`config.mk`:
```
export PLATFORM = sky130hd
export DESIGN_NAME = intt_input_packer
export DESIGN_NICKNAME = d
export VERILOG_FILES = /design/src/rtl/intt_input_packer.sv
export SDC_FILE = /design/constraint.sdc
export NUM_CORES = 1
export LEC_CHECK = 0
export ABC_AREA = 1
export CAP_MARGIN = 15
export CORE_MARGIN = 8
export CORE_UTILIZATION = 56
export DETAILED_ROUTE_END_ITERATION = 16
export PLACE_DENSITY_LB_ADDON = 0.25
export SLEW_MARGIN = 0
export SYNTH_ARGS = -nofsm -noshare
export SYNTH_HDL_FRONTEND = slang
export SYNTH_SLANG_ARGS = --single-unit
```
`constraint.sdc`:
```
create_clock -name clk -period 3.7 [get_ports clk]
set_clock_uncertainty 0.1 [all_clocks]
set_input_delay 0.37 -clock clk [delete_from_list [all_inputs] [get_ports clk]]
set_output_delay 0.37 -clock clk [all_outputs]
set_load 0.02 [all_outputs]
```
`src/rtl/intt_input_packer.sv`:
```
// Packs serial coefficients into PE_NUM-lane words for the INTT operand BRAM,
// then kicks off the INTT and waits for its completion. Define INTT_PACKER_MODRED_EN
// to fold each input from [0,2Q) into [0,Q) before it is stored.
module intt_input_packer #(
  parameter int                DATA_W = 27,
  parameter int                PE_NUM = 8,
  parameter int                RING_N = 1024,
  parameter logic [DATA_W-1:0] Q      = 27'h7FE0001,
  localparam int               WORDS  = RING_N / PE_NUM,
  localparam int               ADDR_W = (WORDS > 1) ? $clog2(WORDS) : 1
) (
  input  logic                     clk,
  input  logic                     reset,
  input  logic [DATA_W-1:0]        s_data,
  input  logic                     s_valid,
  output logic                     s_ready,
  output logic                     load_bram,
  output logic [ADDR_W-1:0]        bram_addr,
  output logic [DATA_W*PE_NUM-1:0] bramIn,
  output logic                     start_intt,
  input  logic                     done_intt,
  output logic                     busy
);

  localparam int LANE_W = (PE_NUM > 1) ? $clog2(PE_NUM) : 1;

  if ((RING_N % PE_NUM) != 0 || Q == '0) begin : g_bad_cfg
    $error("intt_input_packer: RING_N must be a multiple of PE_NUM and Q nonzero");
  end

  typedef enum logic [1:0] {
    S_FILL,
    S_WRITE,
    S_START,
    S_WAIT
  } state_t;

  state_t                     r_state;
  state_t                     w_state_next;
  logic [LANE_W-1:0]          r_lane;
  logic [ADDR_W-1:0]          r_word;
  logic [DATA_W-1:0]          r_lane_data [PE_NUM];
  logic [DATA_W*PE_NUM-1:0]   r_bram_in;
  logic [ADDR_W-1:0]          r_bram_addr;
  logic [DATA_W*PE_NUM-1:0]   w_word;
  logic [DATA_W-1:0]          w_coef;
  logic                       w_accept;
  logic                       w_last_lane;
  logic                       w_last_word;

  assign s_ready     = (r_state == S_FILL) && !reset;
  assign w_accept    = s_valid && s_ready;
  assign w_last_lane = (r_lane == LANE_W'(PE_NUM - 1));
  assign w_last_word = (r_word == ADDR_W'(WORDS - 1));

`ifdef INTT_PACKER_MODRED_EN
  assign w_coef = (s_data >= Q) ? (s_data - Q) : s_data;
`else
  assign w_coef = s_data;
`endif

  // The word handed to the BRAM register merges the incoming coefficient into
  // its lane, so the write can happen the cycle right after the final accept.
  for (genvar gi = 0; gi < PE_NUM; gi++) begin : g_lane
    always_ff @(posedge clk) begin
      if (reset) begin
        r_lane_data[gi] <= '0;
      end else if (w_accept && (r_lane == LANE_W'(gi))) begin
        r_lane_data[gi] <= w_coef;
      end
    end

    assign w_word[DATA_W*gi +: DATA_W] = (r_lane == LANE_W'(gi)) ? w_coef : r_lane_data[gi];
  end

  always_comb begin
    w_state_next = r_state;
    case (r_state)
      S_FILL:  if (w_accept && w_last_lane) w_state_next = S_WRITE;
      S_WRITE: w_state_next = w_last_word ? S_START : S_FILL;
      S_START: w_state_next = S_WAIT;
      S_WAIT:  if (done_intt) w_state_next = S_FILL;
      default: w_state_next = S_FILL;
    endcase
  end

  always_ff @(posedge clk) begin
    if (reset) begin
      r_state     <= S_FILL;
      r_lane      <= '0;
      r_word      <= '0;
      r_bram_in   <= '0;
      r_bram_addr <= '0;
    end else begin
      r_state <= w_state_next;

      if (w_accept) begin
        r_lane <= w_last_lane ? '0 : r_lane + LANE_W'(1);
      end

      if (w_accept && w_last_lane) begin
        r_bram_in   <= w_word;
        r_bram_addr <= r_word;
      end

      if (r_state == S_WRITE) begin
        r_word <= w_last_word ? '0 : r_word + ADDR_W'(1);
      end

      if (r_state == S_WAIT && done_intt) begin
        r_lane <= '0;
        r_word <= '0;
      end
    end
  end

  assign load_bram  = (r_state == S_WRITE);
  assign start_intt = (r_state == S_START);
  assign busy       = (r_state != S_FILL);
  assign bramIn     = r_bram_in;
  assign bram_addr  = r_bram_addr;

endmodule

```
Word level (Yosys, flattened, before mapping)
Memory sizes are Yosys's and may differ from the RTL's. A register that Yosys moved wholly into a read port is not among the register bits.
Cells that the tools add are included.
Widths: inputs -> output; s select.
{"block": "totals", "ff_bits": 19, "mem_bits_rw": 216, "inputBits": 31, "out_inout_bits": 227, "memories": 1}
{"block": "op_classes", "add_sub_neg": 2, "n_eq_ne": 13, "muxes": 40, "bitwise_logic": 8, "reduce_logical": 17}
{"memory": "r_lane_data", "depth": 8, "word_bits": 27, "read_ports": 8, "rd_ports_with_merged_regs": 8, "wr": 8, "line": "42", "rtl": "logic [DATA_W-1:0] r_lane_data [PE_NUM];"}
{"operator": "$mux 27", "count": 8}
{"operator": "$mux 1", "count": 26}
{"operator": "$eq 3x3->1 const B", "count": 4}
{"operator": "$logic_and 1x1->1", "count": 11}
{"operator": "$or 1x1->1", "count": 8}
{"operator": "$pmux 2 s4", "count": 1}
{"operator": "$add 7x1->7 const B", "count": 1}
{"operator": "$eq 7x7->1 const B", "count": 1}
{"operator": "$mux 7", "count": 1}
{"operator": "$eq 3x2->1 const B", "count": 2}
{"operator": "$mux 2", "count": 3}
{"operator": "$eq 2x2->1 const B", "count": 2}
{"operator": "$add 3x1->3 const B", "count": 1}
{"operator": "$eq 3x1->1 const B", "count": 1}
{"operator": "$logic_not 3->1", "count": 1}
{"operator": "$mux 3", "count": 1}
{"operator": "$eq 2x1->1 const B", "count": 1}
{"operator": "$logic_not 2->1", "count": 1}
{"operator": "$ne 2x1->1 const B", "count": 1}
{"operator": "$ne 2x2->1 const B", "count": 1}
{"operator": "$reduce_and 2->1", "count": 1}
{"operator": "$reduce_bool 2->1", "count": 1}
{"operator": "$reduce_or 2->1", "count": 1}
{"operator": "$logic_not 1->1", "count": 1}

Longest topological paths before layout
{"block": "depth", "word_depth": 8, "depth_mapped": 10, "ltp_nobuf": 9}

Worst setup path after synthesis
OpenSTA, ideal clock, no wires.
{"block": "synth_timing", "path_type": "flip-flop to flip-flop", "startpoint": "reg with a tool-made name", "endpoint": "mem r_lane_data[4][0], in the netlist r_lane_data[1][0], enable pin", "t_arrival_ns": 1.775, "required_time_ns": 3.216, "setup_slack_ns": 1.441, "path_stages_with_launch": 7, "synth_period_minus_slack_ns": 2.259, "path_cell_list": "dfxtp_1 nor2_4 nand3_4 inv_2 nand3_2 clkbuf_1 nand2_1"}
{"item": "end, declared", "line": "42"}

Worst setup path after layout
{"block": "layout_timing", "startpoint": "in reset", "endpoint": "reg r_bram_in[179], in the netlist bramIn[179] (read register of r_lane_data)"}
{"block": "layout_between", "elab_chain_cells": 4}
{"item": "start, declared", "line": "13", "rtl": "input logic reset,"}
{"item": "$logic_not 1->1", "line": "51", "rtl": "assign s_ready = (r_state == S_FILL) && !reset;"}
{"item": "$logic_and 1x1->1", "line": "51"}
{"item": "$logic_and 1x1->1", "line": "52", "rtl": "assign w_accept = s_valid && s_ready;"}
{"item": "$logic_and 1x1->1", "line": "101", "rtl": "if (w_accept && w_last_lane) begin"}
{"item": "end, declared", "line": "43", "rtl": "logic [DATA_W*PE_NUM-1:0] r_bram_in;"}
Parallel ways exist; a longest one is shown, timed or not.
A chain may end at the register's enable or synchronous reset.

==> reports/metrics.cfg <==
[critical_path]
reg2reg_from=r_lane[0]$_SDFFE_PP0P_
r2r_cells=7
crit_path_end=bramIn[179]$_SDFFE_PP0P_
rrSetupSlack_ps=1290
max_stage_delay_ps=770
startpoint_type=primary input
worst-path-buf-inv=3
critPathMaxFanout=51
slowest_stage=nand4_2
path_depth=8
path_class=in -> reg
cp_top_family=simple AND/OR/NAND/NOR gates
cpMostUsedCell=nand2_1
crit_path_start=reset
r2r-end=bramIn[42]$_SDFFE_PP0P_
worstPathArrival_ps=2850
endpoint_kind=register
cp.required_ps=4020
crit_chain=clkdlybuf4s50_1 -> inv_2 -> buf_4 -> nand4_2 -> nand3_1 -> nand2_1 -> nand2_1 -> nand2_1

[power]
pwr-share-clk=0.442
power_leakage_nw=8.12
ir_drop_mv=0.351
power.internal_mw=7.33
swShare=0.209
pwr-share-seq=0.530
p_comb_frac=0.029
p_sw_mw=1.94
total_power_mw=9.27
power_density_nw_per_um2=498

[synth]
ys_warn_count=0
ys_seq_area_frac=0.680
synthAdderAreaFrac=0.00606
synth-compound-area-share=0.0202
synthSimpleGateAreaFrac=0.257
synthXorXnorAreaFrac=0.000606
muxShareOfSynthArea=0
synth_top_family_by_area=simple AND/OR/NAND/NOR gates
syn_inst=1558
synth_seq_cells=424
synth.distinct_cells=23
syn-cell-area_um2=14500
syn_avg_cell_area_um2=9.28
syn_nets=1596

[floorplanning]
die_w_um=177
start_util=0.563
ioPinCount=258
die-area_um2=31200
rows=59
core_area_um2=25700
die_h_um=177

[worst_hold_path]
min_path_type=reg -> reg

[routing]
drt_first_pass_iters=5
route.detailed.drc=0
vias=11100
avgViaCountPerCell=5.15
drt_iter0_drc=862
routed_wl_mm=37.8
wl_per_cell_um=17.4
drtAntennaViolNets=0

[timing]
final.setup.tns_ps=0
rsz0062_at_grt=no
setup-violations-final=0
finalCriticalPeriod_ps=2530
timing.slew.headroom=0.419
period_share=0.683
max_freq_ghz=0.396
max_slew.worst_pin.slew_ps=871
finalMaxSlewViolations=0
timing_hold_violations_final=0

[placement]
place.gp.congestion=0.800
numPortBuffers=257
dp.cells=2091
dp_hpwl_mm=24.9

[grt]
grt_remaining_overflow=0
grt_pass1_wl_mm=58.9
antenna_found_initial=0
grt_max_degree=111
grt_pass1_vias=11100
track_usage=0.236

[clock_tree]
insertion_delay_ps=520
clock-sinks=424
cts_buffer_depth=3
post_cts.repair.setup_buffers=0
ctsHoldBuffers=0
clk_pin_slew_ps=60
cts_resized=0
cts_buffers=40
cts-root-buf=clkbuf_16
htreeDepth=2
cts_tree=done

[finish]
drive_above_1_share=0.0497
fillers=1868
num-nets-final=1836
layoutNonFillerInstCount=2165
area_growth_pct=28.7
diodes=0

[outcome]
outcome=finished clean

[flow_run]
drv_cap=0

-- layout make-up --
class | count | area, um^2 | share of cell area
Timing Repair Buffer | 276 | 2770 | 0.149
Multi-Input combinational cell | 1011 | 4100 | 0.220
Clock buffer | 52 | 1100 | 0.0590
Clock inverter | 22 | 218 | 0.0117
Inverter | 45 | 169 | 0.00908
Tap cell | 335 | 419 | 0.0225
Sequential cell | 424 | 9840 | 0.529
-- stage by stage --
step	util	area [um^2]	hold WS, ps	worst slack, ps
finish	0.724	18600	329	1170
global route	0.724	18600	348	1060
CTS	0.724	18600	323	1220
detailed placement	0.673	17300	325	720
global placement	0.673	17300	322	776
floorplan	-	14500	319	1440
-- metal layers --
metal  vias up  global-route usage  part of all wire
met2       469               0.389              0.47
met1      5240               0.293              0.40
met5         -                   0                 0
li1       5369                   -                 -
met4         0              0.0813             0.027
met3        61              0.0708              0.10
-- logic make-up (layout without fill, tap and decap cells) --
group | Yosys count | count (layout)
simple gates | 945 | 945
compound gates | 58 | 58
flops | 424 | 424
xor+xnor | 1 | 1
fa+ha+maj | 7 | 7
buf+inv | 123 | 395
-- power by group through the flow --
stage / sequential (mW) / combinational [mW] / clock [mW]
4_1_cts: 4.91 / 0.264 / 4.14
6_report: 4.91 / 0.264 / 4.09
5_1_grt: 4.91 / 0.286 / 4.31
2_1_floorplan: 5.01 / 0.133 / 0
3_5_place_dp: 5.01 / 0.262 / 0
3_3_place_gp: 5.01 / 0.260 / 0
-- worst register-to-register path: cells and delay by family (launching register included) --
kind | cells | cell delay (ps)
buffers and inverters | 2 | 580
flip-flops | 1 | 390
AND/OR/NAND/NOR | 3 | 880
adder cells (fa/ha/maj) | 2 | 350
-- placed cells by master (no fill, tap or decap), types with 7 or more instances in the layout --
cell	count
clkinv_1	7
clkbuf_1	9
inv_1	42
nand3_1	59
buf_4	15
clkdlybuf4s50_1	257
edfxtp_1	135
nor2_1	183
nand2_1	685
clkbuf_16	42
ha_1	7
clkinv_2	8
o21ai_0	53
dfxtp_1	289
-- how the worst min path moves through the flow --
stage	startpoint	to	slack, ps	cells after the start
finish	r_lane_data[0][84]$_SDFFCE_PN0P_	bramIn[84]$_SDFFE_PP0P_	330	2
global route	r_lane_data[0][85]$_SDFFCE_PN0P_	bramIn[85]$_SDFFE_PP0P_	350	2
CTS	r_lane_data[0][84]$_SDFFCE_PN0P_	bramIn[84]$_SDFFE_PP0P_	320	2
detailed placement	r_lane_data[0][91]$_SDFFCE_PN0P_	bramIn[91]$_SDFFE_PP0P_	320	2
global placement	r_lane_data[0][89]$_SDFFCE_PN0P_	bramIn[89]$_SDFFE_PP0P_	320	2
floorplan	r_lane_data[0][0]$_SDFFCE_PN0P_	bramIn[0]$_SDFFE_PP0P_	320	2
-- synthesized netlist by cell type, drive strengths merged --
| cell type | n | area, um^2 |
|---|---|---|
| nand4 | 3 | 25.0 |
| inv | 45 | 169 |
| nor3b | 1 | 7.51 |
| clkbuf | 23 | 86.3 |
| o21ai | 53 | 265 |
| nor2 | 188 | 733 |
| nand3 | 64 | 353 |
| buf | 55 | 269 |
| o21bai | 1 | 7.51 |
| nand2 | 685 | 2570 |
| ha | 7 | 87.6 |
| edfxtp | 135 | 4050 |
| nor3 | 4 | 20.0 |
| a21oi | 4 | 20.0 |
| dfxtp | 289 | 5790 |
| xor2 | 1 | 8.76 |
-- flip-flops by register name, indices dropped and copies added, names as in the netlist, named ones only --
| signal | cells |
|---|---|
| bramIn | 216 |
| r_lane_data | 189 |
| bram_addr | 7 |
| r_word | 7 |
| r_lane | 3 |
| r_state | 1 |
Power figures use the tool's default switching activity.
